`config.mk`:
```
export PLATFORM = sky130hd
export DESIGN_NAME = tap_bank_ctrl
export DESIGN_NICKNAME = d
export VERILOG_FILES = /design/src/rtl/dsp_pkg.sv /design/src/rtl/cke_counter.sv /design/src/rtl/tap_bank_ctrl.sv
export SDC_FILE = /design/constraint.sdc
export NUM_CORES = 1
export LEC_CHECK = 0
export ABC_AREA = 0
export CORE_ASPECT_RATIO = 1.1
export CORE_UTILIZATION = 25
export CTS_CLUSTER_SIZE = 16
export DETAILED_ROUTE_END_ITERATION = 10
export MAX_ROUTING_LAYER = met4
export SYNTH_ARGS = -nofsm -noshare
export SYNTH_HDL_FRONTEND = slang
export SYNTH_SLANG_ARGS = --single-unit
```
`constraint.sdc`:
```
create_clock -name clk -period 4.45 [get_ports clk]
set_clock_uncertainty 0.1 [all_clocks]
set_input_delay 1.335 -clock clk [delete_from_list [all_inputs] [get_ports clk]]
set_output_delay 1.335 -clock clk [all_outputs]
set_load 0.1 [all_outputs]
```
`src/rtl/dsp_pkg.sv`:
```
// Shared types for the filter-chain control blocks: controller state encoding,
// a default packed tap-bank type and a counter-width helper.
package dsp_pkg;

    localparam int TAP_WIDTH = 16;
    localparam int TAP_LEN   = 21;

    typedef enum logic [1:0] {
        IDLE   = 2'd0,
        PEND   = 2'd1,
        SETTLE = 2'd2
    } ctrl_state_e;

    typedef logic [TAP_LEN-1:0][TAP_WIDTH-1:0] tap_bank_t;

    // Width needed to hold n-1; never less than one bit so settle = 0/1 still elaborates.
    function automatic int cnt_width(input int n);
        return (n > 1) ? $clog2(n) : 1;
    endfunction

endpackage

```
`src/rtl/cke_counter.sv`:
```
// Loadable down-counter that steps only on enabled strobes and flags zero.
// Holds at zero rather than wrapping.
module cke_counter #(
    parameter int W = 5
) (
    input  logic         clk,
    input  logic         rst,
    input  logic         load,
    input  logic [W-1:0] load_val,
    input  logic         dec,
    output logic         zero
);

    logic [W-1:0] cnt_q;
    logic [W-1:0] cnt_d;

    always_comb begin
        cnt_d = cnt_q;
        if (load) begin
            cnt_d = load_val;
        end else if (dec && (cnt_q != '0)) begin
            cnt_d = cnt_q - W'(1);
        end
    end

    always_ff @(posedge clk) begin
        if (rst) begin
            cnt_q <= '0;
        end else begin
            cnt_q <= cnt_d;
        end
    end

    assign zero = (cnt_q == '0);

endmodule

```
`src/rtl/tap_bank_ctrl.sv`:
```
// Shadow/active coefficient bank controller: host writes land in the shadow bank,
// a commit swaps it into the active bank on the next sample strobe, then busy settles.
module tap_bank_ctrl
    import dsp_pkg::*;
#(
    parameter int width   = 16,
    parameter int tap_len = 21,
    parameter int settle  = 21,
    parameter logic [tap_len-1:0][width-1:0] INIT_TAP = '0
) (
    input  logic                             clk,
    input  logic                             rst,
    input  logic                             cke,
    input  logic                             wr_en,
    input  logic [$clog2(tap_len)-1:0]       wr_addr,
    input  logic [width-1:0]                 wr_data,
    input  logic                             commit,
    output logic [tap_len-1:0][width-1:0]    tap,
    output logic                             busy,
    output logic                             swap_pulse,
    output logic                             err,
    output logic [7:0]                       bank_gen
);

    localparam int AW = $clog2(tap_len);
    localparam int CW = cnt_width(settle);
    localparam logic [CW-1:0] SETTLE_LOAD = (settle > 0) ? CW'(settle - 1) : '0;

    ctrl_state_e                    state_q, state_d;
    logic [tap_len-1:0][width-1:0]  shadow_q, shadow_d;
    logic [tap_len-1:0][width-1:0]  active_q, active_d;
    logic                           swap_q, swap_d;
    logic                           err_q, err_d;
    logic [7:0]                     gen_q, gen_d;
    logic                           cnt_load;
    logic                           cnt_dec;
    logic                           cnt_zero;

    cke_counter #(
        .W(CW)
    ) u_settle_cnt (
        .clk      (clk),
        .rst      (rst),
        .load     (cnt_load),
        .load_val (SETTLE_LOAD),
        .dec      (cnt_dec),
        .zero     (cnt_zero)
    );

    always_comb begin
        state_d  = state_q;
        shadow_d = shadow_q;
        active_d = active_q;
        swap_d   = 1'b0;
        err_d    = err_q;
        gen_d    = gen_q;
        cnt_load = 1'b0;
        cnt_dec  = 1'b0;

        case (state_q)
            IDLE: begin
                if (wr_en) begin
                    if (int'(wr_addr) < tap_len) begin
                        for (int i = 0; i < tap_len; i++) begin
                            if (wr_addr == AW'(i)) begin
                                shadow_d[i] = wr_data;
                            end
                        end
                    end else begin
                        err_d = 1'b1;
                    end
                end
                if (commit) begin
                    state_d = PEND;
                end
            end
            PEND: begin
                // Entered the edge after commit, so a strobe coincident with commit never lands here.
                if (cke) begin
                    active_d = shadow_q;
                    swap_d   = 1'b1;
                    gen_d    = gen_q + 8'd1;
                    if (settle > 0) begin
                        state_d  = SETTLE;
                        cnt_load = 1'b1;
                    end else begin
                        state_d = IDLE;
                    end
                end
            end
            SETTLE: begin
                if (cke) begin
                    if (cnt_zero) begin
                        state_d = IDLE;
                    end else begin
                        cnt_dec = 1'b1;
                    end
                end
            end
            default: state_d = IDLE;
        endcase

        if ((state_q != IDLE) && (wr_en || commit)) begin
            err_d = 1'b1;
        end
    end

    always_ff @(posedge clk) begin
        if (rst) begin
            state_q  <= IDLE;
            shadow_q <= INIT_TAP;
            active_q <= INIT_TAP;
            swap_q   <= 1'b0;
            err_q    <= 1'b0;
            gen_q    <= 8'd0;
        end else begin
            state_q  <= state_d;
            shadow_q <= shadow_d;
            active_q <= active_d;
            swap_q   <= swap_d;
            err_q    <= err_d;
            gen_q    <= gen_d;
        end
    end

    assign tap        = active_q;
    assign busy       = (state_q != IDLE);
    assign swap_pulse = swap_q;
    assign err        = err_q;
    assign bank_gen   = gen_q;

endmodule
```
; ---- Word-level counts from Yosys, hierarchy flattened
; Index checks and enable logic that the tools add are counted.
[totals]
regBits = 689
inputBits = 26
output_inout_bits = 347
elab_cells = 130
[op_classes]
addsub = 2
magnitude_cmp = 1
eq_ne = 27
muxes = 16
n_reduce_logical = 36
[op_table]
columns = op, count
row1 = $reduce_and 4->1, 22
row2 = $eq 5x4->1 const B, 8
row3 = $eq 5x5->1 const B, 5
row4 = $eq 5x3->1 const B, 4
row5 = $eq 5x2->1 const B, 2
row6 = $logic_not 5->1, 2
row7 = $mux 5, 2
row8 = $mux 1, 9
row9 = $add 8x1->8 const B, 1
row10 = $mux 2, 4
row11 = $ne 2x2->1 const B, 4
row12 = $reduce_bool 2->1, 4
row13 = $pmux 2 s3, 1
row14 = $eq 5x1->1 const B, 1
row15 = $lt 5x5->1 const B, 1
row16 = $reduce_bool 5->1, 1
row17 = $sub 5x1->5 const B, 1
row18 = $reduce_and 3->1, 1
row19 = $eq 2x1->1 const B, 1
row20 = $eq 2x2->1 const B, 1
row21 = $logic_and 1x1->1, 2
row22 = $logic_not 2->1, 1
row23 = $ne 2x1->1 const B, 1
row24 = $reduce_and 2->1, 1
row25 = other kinds (2), 2

; ---- Depth between registers and ports, before layout
; Gate-level depths: netlist (run 1).
[logic_depth]
ltp_word = 7
depth_mapped = 7

; ---- Hierarchy
; From an unflattened synthesis (run 1), not the netlist that was laid out.
[hier_totals]
hier_cells = 2711
area_unflattened_um2 = 25433.1
[modules_own_cells]
columns = module, n_inst, cells_each, area_per_inst_um2, seq_area_each_um2
row1 = tap_bank_ctrl, 1, 2674, 25106.6, 13693.1
row2 = cke_counter, 1, 37, 326.6, 100.1

; ---- Worst setup path before layout (run 1)
; Ideal clock, no wire load.
[synth_timing]
path_kind = register to output
start = register state_q[0]
end = output busy
arrival_ps = 1353
slack_ps = 1662
path_stages_with_launch = 4
n_path_buf = 1
cell_sequence = dfxtp_1 -> nor2_2 -> buf_4 -> inv_1
[synth_between]
elab_chain_len = 1
[synth_rtl]
columns = element, line_no
row1 = from (decl), tap_bank_ctrl.sv:29  ; ctrl_state_e state_q, state_d;
row2 = from (signal assigned), tap_bank_ctrl.sv:117  ; state_q <= state_d;
row3 = $reduce_bool 2->1, tap_bank_ctrl.sv:127  ; assign busy = (state_q != IDLE);
row4 = to (decl), tap_bank_ctrl.sv:19  ; output logic busy,
; No other way between the ends.

; ---- Final worst setup path (run 1)
[layout_timing]
start = register err_q (netlist: err)
end = output err
[layout_lines]
columns = element, line_no
row1 = from (decl), tap_bank_ctrl.sv:33  ; logic err_q, err_d;
row2 = from (signal assigned), tap_bank_ctrl.sv:121  ; err_q <= err_d;
row3 = to (decl), tap_bank_ctrl.sv:21  ; output logic err,
; No word-level cell between the ends.

==> results of run 1 <==
## where the power goes
group          switching [mW]  leakage [nW]  internal, mW
Clock                    2.79          1.28          3.79
Sequential             0.0162          5.55          6.19
Combinational           0.569          4.47         0.123
Total                    3.38          11.3          10.1
## final cells by class
class / count / share of cell area
antenna: 9 / 0.000696
clock buffer: 103 / 0.0672
clock inverter: 36 / 0.0151
inverter: 6 / 0.000850
multi-input combinational: 1969 / 0.309
sequential: 689 / 0.426
tap: 1291 / 0.0499
timing repair buffer: 428 / 0.131
## layer usage
layer  wire length (µm)  GRT usage
met4               1960     0.0468
met5                  0          -
met3               6800     0.0453
met2              40300      0.264
met1              39200      0.229
## tightest hold or removal path, stage by stage, from the launching register on
cell and delay, ns:
dfxtp_1 0.30, nand2_1 0.05, a21oi_1 0.05
## worst paths after layout
check | from | endpoint | slack [ns] | depth (start not counted)
worst max-delay path | err | err | 0.67 | 1
worst min-delay path | shadow_q[219] | tap[219] | 0.32 | 2
worst max register to register | state_q[1] | tap[171] | 1.95 | 5
worst min register to register | shadow_q[219] | tap[219] | 0.32 | 2
## synthesized netlist by cell type, types with 3 or more instances
library cell  number
a21oi_1          522
and3_1             3
and3b_1            3
buf_1              5
buf_2             99
buf_4             14
clkbuf_1         146
dfxtp_1          689
inv_1              5
mux2i_1          162
nand2_1          854
nand3_1          180
nand4_4            4
nand4b_1           4
nand4bb_1          3
nor2_1             5
nor3_1             4
o21ai_0          168
o21ai_1           11
o31ai_1            3
or3_1              4
or4_1              3
## cell families after synthesis
group           after synthesis  synth area share
fa+ha+maj                     2           0.00100
flops                       689             0.553
buf+inv                     272            0.0486
simple gates               1091             0.187
mux                         162            0.0650
xor+xnor                      2          0.000703
compound gates              712             0.144
## flip-flops by register name, summed over array words and instances, names as in the netlist
| signal | count |
|---|---|
| bank_gen | 8 |
| swap_pulse | 1 |
| tap | 336 |
| state_q | 2 |
| err | 1 |
| shadow_q | 336 |
| u_settle_cnt.cnt_q | 5 |
## stage by stage
step / std cells / util / hold slack (ns)
after CTS: 4522 / 0.327 / 0.303
after detailed placement: 4383 / 0.300 / 0.339
after floorplan: 2930 / - / 0.328
final: 4531 / 0.327 / 0.316
after global routing: 4531 / 0.327 / 0.336
after global placement: 4383 / 0.300 / 0.333
==> summary.txt, run 1 <==
CTS
  – Clock tree from TritonCTS: yes
  – Longest Clk Path Bufs: 3
  – Total number of H-tree levels: 3
  – Num CTS Buffers: 77
  – Clock-pin slew on the worst setup and hold paths: around 0.06 ns
  – Sinks on the clock net: 689
  – Postcts setup bufs: 0
  – Clk root buf: clkbuf_16
  – Count of cells resized by post-cts repair: 0
  – Skew-Pair Late Insertion Delay: 0.65 ns
  – Post-cts hold buffer count: 0

Timing
  – Final number of hold-violating endpoints: 0
  – Pin slew with the least headroom to its limit: 1.63 ns
  – Worst slew margin relative to its limit: -0.0873
  – Pins Over Slew Limit: 73
  – Setup slack after layout: 0.673 ns
  – Fin crit share: 0.849
  – Final critical-path required period: 3.78 ns
  – Setup repair after global routing missed its margin: no
  – Highest achievable clock rate: 265 MHz
  – Final total negative setup slack: 0 ns
  – Final count of negative-setup-slack endpoints: 0

Synth
  – Synthesized area per cell: approximately 8.5 µm²
  – Cell types occupying the most area after synthesis: dfxtp_1, nand2_1, a21oi_1, mux2i_1, nand3_1
  – Most common flop cell mapped by yosys: dfxtp_1
  – Share of the synthesized area in the top cell type: 0.553
  – Post-synth EDFFs: 0
  – Post-synthesis net count: 2958
  – Sequential-to-total area share from yosys stat: 0.553
  – Netlist Area Pre-Place: 24900 µm²
  – Register bit count reported by yosys: 689
  – Dominant cell type by area after synthesis: dfxtp_1
  – Instance count of the mapped netlist: ~2900
  – Proportion of register bits with asynchronous set or reset after synthesis: 0
  – Yosys warning count: 0
  – Distinct cells, synth: 52

Detailed routing
  – Total via count after detailed routing: 21338
  – Number of detailed-routing iterations run before antenna repair: 7
  – Drt drc: 0
  – Routed wire length: 88200 µm
  – Routed len/inst: just under 20 µm
  – Avg Vias per Cell: 4.71
  – DRT iter0 DRCs: approximately 1900
  – Post-route antenna net violation count: 0

Setup path
  – Top Family by Delay on Critical Path: buffers and inverters
  – Largest stage delay on the critical path: between 1 and 1.5 ns
  – Maximum fanout count along the critical path: 3
  – Crit start category: register
  – Critical Path, Cell by Cell: clkdlybuf4s50_1
  – Worst EP required: 3.01 ns
  – Buffer and inverter count on the worst path: 1
  – Critical path class: register to output pin
  – Category of the worst setup path capture point: output pin
  – Arrival time worst endpoint: 2.34 ns
  – CP max-delay cell: clkdlybuf4s50_1

Power
  – Peak VDD IR: 323 µV
  – Total Power: 13.5 mW
  – Cell area power density: 417 nW/µm²
  – Lkg Pwr: between 10 and 15 nW

Cells and area
  – Storage element area: 13800 µm²
  – FILL cells: 10262
  – Fraction of final layout cells with drive strength greater than 1: 0.0727
  – Final Net Count: about 3200
  – Most common cell after layout, fill and taps aside: nand2_1
  – Area added between synthesis and finish: 29.9%
  – Post-route cell area: 32400 µm²
  – Most frequent cells in the layout: nand2_1, dfxtp_1, a21oi_1, clkdlybuf4s50_1, nand3_1
  – Area used by multi-input combinational logic: 10000 µm²

Run status
  – Violated checks: max-slew violations
  – Run status: complete, but fails checks

Floorplan
  – Die H: 333 µm
  – Floorplan core area: 98900 µm²
  – Width of the chip: 303 µm
  – Die area: 101000 µm²
  – Top-level port count: 373
  – Starting utilization of the core area: 0.252
  – Standard-cell rows: about 120

Place
  – Quantity of I/O buffers inserted on ports: 372
  – Final weighted congestion in routability-driven placement: 0.750
  – Post-DP HPWL: approximately 54000 µm
  – Post-place instance area: 29700 µm²
  – Pre-CTS setup slack: a little under 0.6 ns

Job
  – Max Cap Violations: 0

Hold path
  – Classification of the worst-slack hold path: register to register

Global routing
  – Overall global routing resource usage: 0.175
  – Vias in the first global route: roughly 20000
  – Pin count of the biggest net entering global routing: 221
  – Number of antenna violations at the first check in global routing: 10
  – First-pass GRT wire length: 130000 µm
  – Remaining Overflow, GRT: 0
(Power assumes the default switching activity.)
==> inputs of run 2 (changes only) <==
- clock period: 4.45 -> 3.05 ns (I/O delays scaled with it)
==> summary.txt, run 2 (synthesis results as in run 1) <==
Detailed routing
  – Total via count after detailed routing: 21371 (+0.15%)
  – Avg Vias per Cell: 4.66 (-1.0%)
  – Post-route antenna net violation count: 0 (unchanged)
  – Drt drc: 0 (unchanged)
  – Routed wire length: 87200 µm (-1.1%)
  – Routed len/inst: 19.0 µm (-2.3%)
  – Number of detailed-routing iterations run before antenna repair: 5 (-2)
  – DRT iter0 DRCs: 1849 (-0.86%)

Timing
  – Final number of hold-violating endpoints: 0 (unchanged)
  – Final critical-path required period: 2.77 ns
  – Fin crit share: 0.908
  – Worst slew margin relative to its limit: 0.380 (+0.467)
  – Pin slew with the least headroom to its limit: 0.930 ns (-0.701 ns)
  – Setup repair after global routing missed its margin: no
  – Pins Over Slew Limit: 0 (-100%)
  – Final count of negative-setup-slack endpoints: 0 (unchanged)
  – Final total negative setup slack: 0 ns (unchanged)
  – Highest achievable clock rate: 361 MHz

Floorplan
  – Standard-cell rows: 121 (unchanged)
  – Width of the chip: 303 µm (unchanged)
  – Floorplan core area: 98900 µm² (unchanged)
  – Starting utilization of the core area: 0.252 (unchanged)
  – Die area: 101000 µm² (unchanged)
  – Die H: 333 µm (unchanged)
  – Top-level port count: 373 (unchanged)

Cells and area
  – Most frequent cells in the layout: nand2_1, dfxtp_1, a21oi_1, buf_4, nand3_1
  – Fraction of final layout cells with drive strength greater than 1: 0.188 (+0.115)
  – Most common cell after layout, fill and taps aside: nand2_1
  – Area added between synthesis and finish: 29.7%
  – Post-route cell area: 32300 µm² (-0.14%)
  – Final Net Count: 3254 (+1.7%)

Global routing
  – Number of antenna violations at the first check in global routing: 6 (-4)
  – Overall global routing resource usage: 0.171 (-0.00363)
  – Vias in the first global route: 20039 (+1.2%)
  – Pin count of the biggest net entering global routing: 183 (-17%)
  – First-pass GRT wire length: 128000 µm (-1.3%)
  – Remaining Overflow, GRT: 0 (unchanged)

Place
  – Post-DP HPWL: 56900 µm (+5.0%)
  – Quantity of I/O buffers inserted on ports: 372 (unchanged)
  – Post-place instance area: 29700 µm² (about the same)
  – Final weighted congestion in routability-driven placement: 0.767 (+2.2%)

Setup path
  – Largest stage delay on the critical path: 0.61 ns (-0.60 ns)
  – Critical Path, Cell by Cell: nor2_2, inv_1, buf_12
  – Worst EP required: 2.03 ns (-0.98 ns)
  – Category of the worst setup path capture point: output pin
  – CP max-delay cell: dfxtp_1
  – Arrival time worst endpoint: 1.76 ns (-0.58 ns)
  – Crit start category: register
  – Critical path class: register to output pin
  – Maximum fanout count along the critical path: 10 (+7)

CTS
  – Clock tree from TritonCTS: yes
  – Clk root buf: clkbuf_16
  – Longest Clk Path Bufs: 3 (unchanged)
  – Num CTS Buffers: 77 (unchanged)
  – Clock-pin slew on the worst setup and hold paths: 0.06 ns (about the same)
  – Postcts setup bufs: 0 (unchanged)
  – Skew-Pair Late Insertion Delay: 0.64 ns (about the same)
  – Count of cells resized by post-cts repair: 0 (unchanged)
  – Sinks on the clock net: 689 (unchanged)
  – Post-cts hold buffer count: 0 (unchanged)
  – Total number of H-tree levels: 3 (unchanged)

Power
  – Net Switching: 4.85 mW (+44%)
  – Peak VDD IR: 422 µV (+31%)
  – Cell area power density: 609 nW/µm² (+46%)
  – Switching share of power: 0.246 (-0.00411)
  – Share of total power in sequential cells: 0.460 (about the same)
  – Lkg Pwr: 12.4 nW (+9.8%)
  – Internal Dissipation: 14.9 mW (+47%)
  – Share of power burned in combinational logic: 0.056 (+0.005)
  – Clock power share: 0.484 (-0.004)

Job
  – Max Cap Violations: 0 (unchanged)

Hold path
  – Classification of the worst-slack hold path: register to register

Run status
  – Run status: complete, no violations
-- run 2: cell types whose count changed in the layout (fill, tap and decap cells not counted), sizes merged --
cell / previous run / this run
buf: 80 / 469
clkdlybuf4s50: 348 / 14
clkbuf: 103 / 112
clkinv: 21 / 14
clkinvlp: 7 / 5
diode: 9 / 7
inv: 9 / 11
-- run 2: cell type report --
cell class,count,area (µm²)
fillers,10307,66500
well taps,1291,1620
diodes,7,17.5
multi-input cells,1969,10000
flip-flops and latches,689,13800
repair buffers,483,4270
clock inverters,29,392
inverters,6,27.5
clock buffers,112,2220
-- run 2: power by group through the flow --
stage	Sequential [mW]	Clock [mW]	Combinational, mW
after floorplan	9.31	0	0.537
after global placement	9.26	0	1.11
after detailed placement	9.26	0	1.11
after CTS	9.06	9.78	1.11
after global routing	9.06	10.2	1.16
final	9.06	9.54	1.10
-- run 2: metrics by stage --
step	setup WS (ns)	hold WS (ns)	util	std cells	total power [mW]
after floorplan	0.682	0.328	-	2930	9.84
after global placement	0.114	0.334	0.300	4438	10.4
after detailed placement	0.110	0.339	0.300	4438	10.4
after CTS	0.245	0.338	0.327	4579	20.0
after global routing	0.205	0.347	0.327	4584	20.4
final	0.279	0.332	0.327	4586	19.7
-- run 2: path summary, 6_finish.rpt --
path         depth (start not counted)          start             to  slack (ns)
max                                  3     state_q[1]           busy        0.28
min                                  2  shadow_q[126]       tap[126]        0.33
max reg2reg                          5     state_q[0]  shadow_q[173]        0.97
min reg2reg                          2  shadow_q[126]       tap[126]        0.33
-- run 2: worst max-delay path, delay by kind of cell (launching register included) --
| family | cells | cell delay [ns] |
|---|---|---|
| flops | 1 | 0.61 |
| buf+inv | 2 | 0.36 |
| simple gates | 1 | 0.10 |
-- run 2: layer usage --
metal  part of all wire  GRT usage  up-vias  wire length (µm)
li1                   -          -    10433                 -
met1               0.46      0.228    10205             40100
met2               0.45      0.259      639             39400
met3              0.070     0.0373       94              6150
met4              0.018     0.0458        0              1590
met5                  0          -        -                 0
==> inputs of run 3 (changes only) <==
- TNS_END_PERCENT: unset -> 10
==> results of run 3 <==
Same layout as run 2: the final DEF is identical, and so are final timing and power.
